[src/rtl/fetch_redirect_unit.sv]
// IF stage: owns the PC, fetches into the IF/ID register and resolves ID redirects,
// including a circular return-address stack for nested CALL/RET.
module fetch_redirect_unit #(
  parameter int unsigned        ADDR_W    = 16,
  parameter int unsigned        INSTR_W   = 16,
  parameter int unsigned        RAS_DEPTH = 4,
  parameter logic [ADDR_W-1:0]  RESET_PC  = '0,
  parameter logic [INSTR_W-1:0] NOP_INSTR = '0
) (
  input  logic                       clk,
  input  logic                       rst_n,
  input  logic                       stall,
  output logic [ADDR_W-1:0]          imem_addr,
  input  logic [INSTR_W-1:0]         imem_rdata,
  input  logic                       dec_jump,
  input  logic                       dec_call,
  input  logic                       dec_ret,
  input  logic                       dec_branch_taken,
  input  logic                       dec_for_taken,
  input  logic [ADDR_W-1:0]          dec_target,
  input  logic [ADDR_W-1:0]          dec_link_pc,
  input  logic [ADDR_W-1:0]          dec_rr_value,
  output logic [INSTR_W-1:0]         if_instr,
  output logic [ADDR_W-1:0]          if_pc,
  output logic [ADDR_W-1:0]          if_pc_plus1,
  output logic                       if_valid,
  output logic [$clog2(RAS_DEPTH):0] ras_count,
  output logic                       ras_overflow,
  output logic                       ras_underflow
);

  localparam int unsigned PTR_W = $clog2(RAS_DEPTH);
  localparam int unsigned CNT_W = PTR_W + 1;

  logic [ADDR_W-1:0] pc_q;
  logic [ADDR_W-1:0] ras_mem [RAS_DEPTH];
  logic [PTR_W-1:0]  ras_top;

  logic              redirect_c;
  logic              ras_empty_c;
  logic              ras_full_c;
  logic              do_push_c;
  logic              do_pop_c;
  logic              do_unf_c;
  logic [PTR_W-1:0]  push_idx_c;
  logic [ADDR_W-1:0] target_c;
  logic [ADDR_W-1:0] pc_plus1_c;

  assign imem_addr = pc_q;

  // Redirect decode; RET outranks CALL so push and pop never coincide.
  always_comb begin
    redirect_c  = dec_ret | dec_call | dec_jump | dec_for_taken | dec_branch_taken;
    ras_empty_c = (ras_count == CNT_W'(0));
    ras_full_c  = (ras_count == CNT_W'(RAS_DEPTH));
    do_push_c   = !stall && !dec_ret && dec_call;
    do_pop_c    = !stall && dec_ret && !ras_empty_c;
    do_unf_c    = !stall && dec_ret && ras_empty_c;
    push_idx_c  = ras_top + PTR_W'(1);
    pc_plus1_c  = pc_q + ADDR_W'(1);
    target_c    = dec_target;
    if (dec_ret) begin
      target_c = ras_empty_c ? dec_rr_value : ras_mem[ras_top];
    end
  end

  // PC and IF/ID register.
  always_ff @(posedge clk or negedge rst_n) begin
    if (!rst_n) begin
      pc_q        <= RESET_PC;
      if_instr    <= NOP_INSTR;
      if_pc       <= '0;
      if_pc_plus1 <= '0;
      if_valid    <= 1'b0;
    end else if (!stall) begin
      if (redirect_c) begin
        pc_q     <= target_c;
        if_instr <= NOP_INSTR;
        if_valid <= 1'b0;
      end else begin
        pc_q        <= pc_plus1_c;
        if_instr    <= imem_rdata;
        if_pc       <= pc_q;
        if_pc_plus1 <= pc_plus1_c;
        if_valid    <= 1'b1;
      end
    end
  end

  // Return-address stack; a push when full overwrites the oldest slot.
  always_ff @(posedge clk or negedge rst_n) begin
    if (!rst_n) begin
      for (int i = 0; i < int'(RAS_DEPTH); i++) ras_mem[i] <= '0;
      ras_top       <= '1;
      ras_count     <= '0;
      ras_overflow  <= 1'b0;
      ras_underflow <= 1'b0;
    end else begin
      if (do_push_c) begin
        ras_mem[push_idx_c] <= dec_link_pc;
        ras_top             <= push_idx_c;
        if (ras_full_c) ras_overflow <= 1'b1;
        else            ras_count    <= ras_count + CNT_W'(1);
      end
      if (do_pop_c) begin
        ras_top   <= ras_top - PTR_W'(1);
        ras_count <= ras_count - CNT_W'(1);
      end
      if (do_unf_c) ras_underflow <= 1'b1;
    end
  end

endmodule

[config.mk]
export PLATFORM = sky130hd
export DESIGN_NAME = fetch_redirect_unit
export DESIGN_NICKNAME = d
export VERILOG_FILES = /design/src/rtl/fetch_redirect_unit.sv
export SDC_FILE = /design/constraint.sdc
export NUM_CORES = 1
export LEC_CHECK = 0
export CAP_MARGIN = 10
export CORE_AREA = 2 2 110 112
export CTS_BUF_LIST = sky130_fd_sc_hd__clkbuf_2
export DETAILED_ROUTE_END_ITERATION = 8
export DIE_AREA = 0 0 112 114
export GPL_TIMING_DRIVEN = 0
export PLACE_DENSITY = 0.86
export SLEW_MARGIN = 25
export SYNTH_ARGS = -nofsm -noshare
export SYNTH_HDL_FRONTEND = slang
export SYNTH_SLANG_ARGS = --single-unit
[constraint.sdc]
create_clock -name clk -period 4.5 [get_ports clk]
set_clock_uncertainty 0.2 [all_clocks]
set_input_delay 0.9 -clock clk [delete_from_list [all_inputs] [get_ports clk]]
set_output_delay 0.9 -clock clk [all_outputs]
set_load 0.03 [all_outputs]
# Yosys cells after proc, flatten, opt, wreduce, memory -nomap -nowiden
# Index checks and enable logic that the tools add are counted.
[op_classes] n_eq_ne=2 magnitude_cmp=3 addsub=5 reduce_logical=14 bitwise=8 muxes=16
[ops] op="16-bit two-way mux" count=7
[ops] op="64-bit bitwise mux" count=1
[ops] op="16-bit binary-select mux with 2-bit select" count=1
[ops] op="16-bit demux with 2-bit select" count=1
[ops] op="16-bit by 1-bit adder with 16-bit output, second input constant" count=1
[ops] op="3-bit two-way mux" count=3
[ops] op="3-bit >= comparator, second input constant" count=2
[ops] op="1-bit logical AND" count=6
[ops] op="2-bit inverter with 3-bit output" count=2
[ops] op="2-bit AND reduction" count=3
[ops] op="2-bit two-way mux" count=2
[ops] op="1-bit bitwise OR" count=4
[ops] op="3-bit by 1-bit adder with 3-bit output, second input constant" count=1
[ops] op="3-bit equality test, second input constant" count=1
[ops] op="1-bit logical NOT" count=3
[ops] op="3-bit logical NOT" count=1
[ops] op="3-bit by 1-bit < comparator with 1-bit output, second input constant" count=1
[ops] op="3-bit by 1-bit subtractor with 3-bit output, second input constant" count=1
[ops] op="2-bit by 1-bit adder with 2-bit output, second input constant" count=1
[ops] op="2-bit by 1-bit inequality test with 1-bit output, second input constant" count=1
[ops] op="1-bit inverter" count=2
[ops] op="2-bit nonzero test" count=1
[ops] op="2-bit by 1-bit subtractor with 2-bit output, second input constant" count=1
[ops] op="1-bit two-way mux" count=1
[totals] word_cells=61 out_inout_bits=70 inputBits=72 reg_bits=136

# Logic depth before layout (Yosys ltp)
# Gate-level depths: netlist (run 1).
[logic_depth] word_depth=7 ltp_mapped=11 ltp_nobuf=8

# Worst setup path before layout (run 1)
# Ideal clock, no wire load.
[synth_path] kind="input to register" from="input port dec_call" to="register if_pc[10]" required_time_ns=4.182 arrival_ns=2.260 n_path_buf=3 slack_ns=1.921 setup_time_ns=0.118 stages=7 cell_sequence="or4_4 > or3_1 > buf_6 > buf_6 > buf_6 > nand2_1 > nand2_1"
[synth_via] elab_chain_cells=6
[synth_lines] item="start: declaration" line="16" rtl="input logic dec_call,"
[synth_lines] item="1-bit bitwise OR (4 in a row)" line="53" rtl="redirect_c = dec_ret | dec_call | dec_jump | dec_for_taken | dec_branch_taken;"
[synth_lines] item="1-bit inverter (no source line)"
[synth_lines] item="2-bit AND reduction (no source line)"
[synth_lines] item="end signal: assignment" line="83" rtl="if_pc <= pc_q;"
[synth_lines] item="end: declaration" line="24" rtl="output logic [ADDR_W-1:0] if_pc,"
# Every way passes these cells.
# A chain may end at the register's enable or synchronous reset.

# Worst setup path after layout (run 1)
[layout_path] from="register ras_top[1]" to="register ras_mem[45] in the netlist's numbering"
[layout_via] elab_chain_cells=7 word_cells_on_any_way=8 classes_between="add/sub: 1; order compare: 2; mux: 3; bitwise: 1; reduce/logical: 1"
[layout_lines] item="start: declaration" line="37" rtl="logic [PTR_W-1:0] ras_top;"
[layout_lines] item="start signal: assignment" line="101" rtl="ras_top <= push_idx_c;"
[layout_lines] item="start signal: assignment" line="106" rtl="ras_top <= ras_top - PTR_W'(1);"
[layout_lines] item="2-bit by 1-bit adder with 2-bit output (*)" line="59" rtl="push_idx_c = ras_top + PTR_W'(1);"
[layout_lines] item="2-bit inverter with 3-bit output (not written as such) (*)" line="100" rtl="ras_mem[push_idx_c] <= dec_link_pc;"
[layout_lines] item="3-bit >= comparator (not written as such) / 3-bit by 1-bit < comparator with 1-bit output (equally long branches)" line="100"
[layout_lines] item="1-bit logical AND (not written as such)" line="100"
[layout_lines] item="16-bit two-way mux (not written as such)" line="100"
[layout_lines] item="16-bit demux with 2-bit select (*)" line="100"
[layout_lines] item="64-bit bitwise mux (*)" line="100"
[layout_lines] item="end signal: indexed assignment" line="100"
[layout_lines] item="end: declaration" line="36" rtl="logic [ADDR_W-1:0] ras_mem [RAS_DEPTH];"
# Mark *: on every way between the ends. The rest lies on a longest branch, timed or not.

==> summary.md, run 1 <==
| Metric | Value |
|---|---|
| Hold Path Class | reg -> reg |
| Port Buffers | 141 |
| CP max stage cell | dfstp_2 |
| Tmin final | between 3 and 4 ns |
| GPL Wtd Cong | slightly below 0.9 |
| Placed inst area | 7940 um^2 |
| DR DRC count | 0 |
| Worst path arrival time | 3.62 ns |
| Family with the most delay on the worst path | buffers and inverters |
| Max_slew headroom | 0.590 |
| Count of cell types in the netlist | 44 |
| Cell count along the critical path | 8 |
| FF-to-FF path depth | 8 |
| Worst reg2reg path startpoint | ras_top[1] |
| Synth warnings | 0 |
| VDD IR max | 370 uV |
| Dominant synthesized flop cell | dfrtp_1 |
| Core Region | roughly 12000 um^2 |
| Post-synth EDFFs | 0 |
| MaxCap Viol Count | 0 |
| Total CTS buffers | 17 |
| #FFs+latches synth | 136 |
| Reg2Reg Setup Slack | approximately 1.3 ns |
| Simple-gate share of the synthesized area | 0.117 |
| Layout area overhead | 29.9% |
| DRT antenna net count | 0 |
| Final design utilization | 0.700 |
| Worst Setup Start Kind | flip-flop |
| Reg clk slew, reported paths | 0.17 ns |
| Clk_lat worst skew | slightly above 0.7 ns |
| Sequential area share after synthesis | 0.540 |
| Critical path endpoint category | flip-flop |
| P per Cell Area | around 580 nW/um^2 |
| Mapped Nets | 625 |
| Global route overflow | 0 |
| Worst slew pin tran | about 0.6 ns |
| Post-DP HPWL | 12100 um |
| Via/cell ratio | approximately 5.7 |
| Post-Place Cells | 836 |
| Worst Path Class, Setup | reg -> reg |
| Initial DRC Count | 411 |
| Total GRT Usage | 0.264 |
| Leakage | 3.60 nW |
| Endpoints failing hold | 0 |
| WL per Instance | 18.7 um |
| Final Cell Area | roughly 8200 um^2 |
| Layout cells sized above 1 | 0.186 |
| CP dominant cell by count | clkbuf_1 |
| Num Clock Sinks | between 100 and 150 |
| Fmax | between 0.3 and 0.4 GHz |
| H-tree Lvls | 4 |
| Final nets | between 700 and 800 |
| Worst Setup EP | ras_mem[45] |
| Setup Viol. Count Final | 0 |
| CP Max Fanout | 10 |
| Die Area | 12800 um^2 |
| Period utilization | 0.713 |
| Initial Utilization | 0.539 |
| Req. time, crit path | a little under 5 ns |
| Mux cell area share after synthesis | 0.173 |
| Antenna violations before repair | 0 |
| Post-Synth XOR/XNOR Area | 0.0236 |
| CTS resizes | 0 |
| N_diodes | 0 |
| RSZ-0062 raised after global routing | no |
| Reg2reg end | ras_mem[45] |
| Status | complete, no violations |
| I/O Pins | 142 |
| Crit path cell chain | clkbuf_1 > clkbuf_1 > inv_1 > ha_1 > and3_1 > clkbuf_1 > buf_2 > mux2_2 |
| CP Launch Point | ras_top[1] |
| CTS Buffer Depth | 2 |
| Largest stage delay, worst path | 0.58 ns |
| Pin count of the biggest net entering global routing | 97 |
| Final std cells w/o fill | around 870 |
| Complex-gate fraction of the synthesized area | 0.103 |
| DR vias | 4971 |
| Number of iterations in the first detailed-routing pass | 5 |
| Synthesized-area fraction occupied by adder cells | 0.0119 |
| Area of the mapped netlist | 6310 um^2 |
| Die width | 112 um |
| Vias in the first global route | 5281 |
| Asr flop ratio synth | 1.00 |
| Routed wire length | 16200 um |
| Die Ht | roughly 110 um |
| Largest family of logic cells by synthesized area | multiplexers |
| Mapped Cells | about 550 |
| Buf+Inv Stages, Crit Path | 5 |
| TritonCTS clock tree | done |
| Clk root buf | clkbuf_2 |
| FP Rows | 40 |
| Fin. max-slew vios | 0 |
| Synthesized area per cell | 11.5 um^2 |
| First-pass GRT wire length | 26100 um |
what timing repair did:
| action | in CTS | in global routing |
|---|---|---|
| hold buffers | 1 | 0 |
| endpoints found under the hold margin | 40 | 0 |
| buffers inserted | 0 | 0 |
layout make-up:
class	instances	area (um^2)
Fill cell	876	3510
Sequential cell	136	3410
Multi-Input combinational cell	368	2700
Timing Repair Buffer	143	1450
Buffer	40	189
Tap cell	147	184
Clock inverter	11	156
Clock buffer	19	95.1
Inverter	3	11.3
worst register-to-register path, cell delays in order, from the launching register on:
cell and delay (ns):
dfstp_2 0.58, clkbuf_1 0.41, clkbuf_1 0.54, inv_1 0.19, ha_1 0.23, and3_1 0.17
clkbuf_1 0.21, buf_2 0.27, mux2_2 0.31
registers in the layout, indices dropped and copies added, names as in the netlist, 2 cells and up:
| signal | cells |
|---|---|
| if_pc | 16 |
| ras_count | 3 |
| ras_top | 2 |
| if_instr | 16 |
| if_pc_plus1 | 16 |
| imem_addr | 16 |
| ras_mem | 64 |
kinds of logic (layout without fill, tap and decap cells):
logic type	Yosys count	after routing
DFF	136	136
AOI/OAI and AO/OA	89	89
muxes	81	81
adders and majority gates	6	6
xor gates and xnor gates	17	17
and+or+nand+nor	175	175
buffers and inverters	43	216
stage by stage:
stage | TNS, ns | hold WS, ns | setup WS [ns] | power, mW
2_1_floorplan | 0 | 0.275 | 1.92 | 3.25
3_3_place_gp | -362.96 | 0.257 | -2.70 | 3.88
3_5_place_dp | 0 | 0.262 | 0.966 | 4.01
4_1_cts | 0 | 0.299 | 1.32 | 4.78
5_1_grt | 0 | 0.325 | 1.18 | 5.03
6_report | 0 | 0.295 | 1.29 | 4.78
cell usage after synthesis, types with 7 or more instances:
| cell | count | area [um^2] |
|---|---|---|
| a21o_1 | 7 | 52.6 |
| a22o_1 | 16 | 140 |
| nand2_1 | 114 | 428 |
| clkbuf_1 | 23 | 86.3 |
| o21ai_0 | 29 | 145 |
| nand3_1 | 16 | 80.1 |
| xnor2_1 | 10 | 87.6 |
| dfrtp_1 | 134 | 3350 |
| buf_2 | 13 | 65.1 |
| nor2_1 | 23 | 86.3 |
| mux2_2 | 65 | 732 |
| mux4_2 | 16 | 360 |
| xor2_1 | 7 | 61.3 |
where the power goes:
part,switching (mW),internal (mW),leakage (nW)
combinational,1.02,0.999,1.74
clock,0.421,0.356,0.150
sequential,0.312,1.67,1.71
total,1.75,3.02,3.60
worst min path at each step:
stage / start / end / slack [ns] / cells past startpoint
after floorplan: ras_mem[21] / ras_mem[21] / 0.28 / 1
after global placement: if_pc[11] / if_pc[11] / 0.26 / 2
after detailed placement: if_pc[10] / if_pc[10] / 0.26 / 2
after CTS: if_pc[10] / if_pc[10] / 0.30 / 2
after global routing: if_pc[9] / if_pc[9] / 0.33 / 2
final: if_pc[10] / if_pc[10] / 0.29 / 2
placed cells by master, fill, tap and decap left out, types with 3 or more instances in the layout:
master             n
nor2_1            23
a311oi_1           4
o21ai_1            3
a21oi_1            5
clkbuf_2          19
a211o_1            5
mux2_2            65
and3_1             5
o221ai_1           6
nand3_1           16
clkbuf_1          23
bufinv_16          4
nor3_1             3
nand2_1          114
clkdlybuf4s50_1  140
clkinv_1           4
nor4_1             4
inv_1              3
buf_2             13
mux4_2            16
dfrtp_1          134
ha_1               6
a22o_1            16
buf_6              3
xor2_1             7
a21o_1             7
xnor2_1           10
o21ai_0           29
routing by layer:
layer,GRT usage,vias to the layer above,wire length (um)
met2,0.460,185,8510
met4,0.121,0,482
met1,0.318,2483,6290
li1,-,2260,-
met3,0.0553,43,958
met5,0,-,0
Power figures use the tool's default switching activity.
==> inputs of run 2 (changes only) <==
--- a/config.mk
+++ b/config.mk
@@ -6,12 +6,12 @@
 export NUM_CORES = 1
 export LEC_CHECK = 0
 export CAP_MARGIN = 10
-export CORE_AREA = 2 2 110 112
+export CORE_AREA = 2 2 114 116
 export CTS_BUF_LIST = sky130_fd_sc_hd__clkbuf_2
 export DETAILED_ROUTE_END_ITERATION = 8
-export DIE_AREA = 0 0 112 114
+export DIE_AREA = 0 0 116 118
 export GPL_TIMING_DRIVEN = 0
-export PLACE_DENSITY = 0.86
+export PLACE_DENSITY = 0.8
 export SLEW_MARGIN = 25
 export SYNTH_ARGS = -nofsm -noshare
 export SYNTH_HDL_FRONTEND = slang
==> constraint.sdc (replaced) <==
create_clock -name clk -period 3 [get_ports clk]
set_clock_uncertainty 0.2 [all_clocks]
set_input_delay 0.6 -clock clk [delete_from_list [all_inputs] [get_ports clk]]
set_output_delay 0.6 -clock clk [all_outputs]
set_load 0.03 [all_outputs]
==> run 2 against run 1 <==
  * Non-clock buffer count unchanged
  * Via count is 3.0% lower
  * Combinational power up 49%
  * Highest routed layer unchanged
  * Total power is 50% higher
  * Final area increased by 0.69%
  * Final cell count grew 3.1%
  * Sequential cell count unchanged
==> summary.md, run 2 (synthesis gave the netlist of run 1 again) <==
| Metric | Value |
|---|---|
| Worst Path Class, Setup | reg -> reg |
| N_diodes | 0 |
| RSZ-0062 raised after global routing | no |
| Worst Setup Start Kind | flip-flop |
| Final nets | 787 |
| GPL Wtd Cong | 0.816 |
| Worst path arrival time | ~3.3 ns |
| Via/cell ratio | 5.39 |
| Commonest cells after routing, fill and taps aside | clkdlybuf4s50_1 (140), dfrtp_1 (134), nand2_1 (114), mux2_2 (65), o21ai_0 (29) |
| Global route overflow | 0 |
| CP max stage cell | dfstp_2 |
| Final std cells w/o fill | 894 |
| Cell Int Power | 4.54 mW |
| Most common cell after layout, fill and taps aside | clkdlybuf4s50_1 |
| CP dominant cell by count | buf_2 |
| Layout cells sized above 1 | 0.193 |
| Num Clock Sinks | 136 |
| Setup Viol. Count Final | 0 |
| DR vias | 4820 |
| TritonCTS clock tree | done |
| Critical path endpoint category | flip-flop |
| Worst hold slack | 0.191 ns |
| Power share of the clock group | 0.169 |
| CTS Buffer Depth | 2 |
| Number of iterations in the first detailed-routing pass | 4 |
| Fin. max-slew vios | 0 |
| Status | complete, no violations |
| CP Max Fanout | 10 |
| FF-to-FF path depth | 8 |
| Clk_lat worst skew | 0.71 ns |
| Reg clk slew, reported paths | between 0.15 and 0.2 ns |
| Net Sw Frac | 0.366 |
| Combinational power share | 0.419 |
| DRT antenna net count | 0 |
| Layout area overhead | 30.8% |
| Core Region | 12400 um^2 |
| Reg2reg end | ras_mem[13] |
| VDD IR max | 355 uV |
| Die Ht | 118 um |
| Leakage | ~3.6 nW |
| Layout fillers | 1001 |
| Vias in the first global route | a little under 5000 |
| Initial Utilization | 0.508 |
| Post-DP HPWL | 11900 um |
| Reg2Reg Setup Slack | approximately 0.14 ns |
| Psw | 2.62 mW |
| Largest register FFs | 64 |
| Total GRT Usage | 0.242 |
| I/O Pins | 142 |
| Endpoints failing hold | 0 |
| Routed wire length | about 16000 um |
| H-tree Lvls | 4 |
| Post-CTS setup buffers | 0 |
| Die width | 116 um |
| Tmin final | 2.86 ns |
| Reg power frac | 0.412 |
| DR DRC count | 0 |
| Clk root buf | clkbuf_2 |
| Biggest register | ras_mem |
| Antenna violations before repair | 0 |
| Hold Path Class | in -> async |
| Fmax | between 0.3 and 0.4 GHz |
| P per Cell Area | 867 nW/um^2 |
| FP Rows | 41 |
| Post-Place Cells | between 800 and 900 |
| Max_slew headroom | 0.647 |
| Crit path cell chain | buf_2 > clkbuf_4 > inv_1 > ha_1 > and3_1 > clkbuf_1 > buf_2 > mux2_2 |
| Initial DRC Count | about 280 |
| Port Buffers | between 100 and 150 |
| Die Area | 13700 um^2 |
| WL per Instance | 17.7 um |
| Pin count of the biggest net entering global routing | 71 |
| Largest stage delay, worst path | 0.59 ns |
| Req. time, crit path | ~3.4 ns |
| First-pass GRT wire length | ~25000 um |
| Period utilization | 0.953 |
| Total CTS buffers | 17 |
| Worst reg2reg path startpoint | ras_top[0] |
| Worst slew pin tran | roughly 0.53 ns |
| MaxCap Viol Count | 0 |
## run 2: cell count changes in the layout (fill, tap and decap cells not counted)
cell        previous run  this run
clkbuf_1              23        20
clkinvlp_4             1         3
buf_2                 13        12
clkbuf_2              19        21
clkbuf_4               0         1
inv_6                  0         1
## run 2: worst max-delay path by stage
stage,start,slack (ns),endpoint,cells past startpoint
final,ras_top[0],0.14,ras_mem[13],8
after global routing,ras_top[0],0.002,ras_mem[9],8
after CTS,ras_top[0],0.02,ras_mem[9],8
after detailed placement,ras_top[1],-0.20,ras_mem[46],8
after global placement,rst_n,-3.92,if_pc_plus1[11],1
after floorplan,ras_count[1],0.42,ras_count[2],11
## run 2: cell type report
type	instances	area [um^2]	share of cell area
buffer	40	195	0.0236
clock buffer	18	90.1	0.0109
clock inverter	14	180	0.0218
inverter	3	11.3	0.00136
multi-input combinational	368	2700	0.328
sequential	136	3410	0.413
tap	172	215	0.0261
timing repair buffer	143	1450	0.176
## run 2: timing repair
action | in CTS | in global routing
hold endpoints to repair | 66 | 0
hold buffers | 1 | 0
setup endpoints to repair | 20 | 31
gates resized for setup | 1 | 5
## run 2: per-layer routing
layer | track usage | vias up | wire length [um]
li1 | - | 2264 | -
met1 | 0.292 | 2390 | 6530
met2 | 0.418 | 140 | 8310
met3 | 0.0499 | 26 | 629
met4 | 0.100 | 0 | 383
met5 | 0 | - | 0
## run 2: stage by stage
stage / utilization / instance area (um^2) / TNS [ns] / setup WS (ns) / total power [mW]
6_report: 0.665 / 8260 / 0 / 0.142 / 7.16
5_1_grt: 0.665 / 8260 / 0 / 0.00170 / 7.57
3_5_place_dp: 0.642 / 7970 / -4.50 / -0.195 / 5.99
2_1_floorplan: - / 6310 / 0 / 0.422 / 4.88
4_1_cts: 0.665 / 8250 / 0 / 0.0202 / 7.19
3_3_place_gp: 0.639 / 7940 / -532.84 / -3.92 / 5.83
## run 2: power by group through the flow
stage               logic, mW  clock network [mW]  registers (mW)
floorplan                1.57                   0            3.31
global placement         2.91                   0            2.92
detailed placement       3.00                   0            2.99
CTS                      3.01                1.23            2.94
global route             3.23                1.31            3.03
finish                   3.00                1.21            2.95
## run 2: critical path: cells and delay by family (launching register included)
| family | cells | cell delay [ns] |
|---|---|---|
| muxes | 1 | 0.30 |
| adders and majority gates | 1 | 0.22 |
| DFF | 1 | 0.59 |
| and+or+nand+nor | 1 | 0.16 |
| buffers and inverters | 5 | 1.28 |
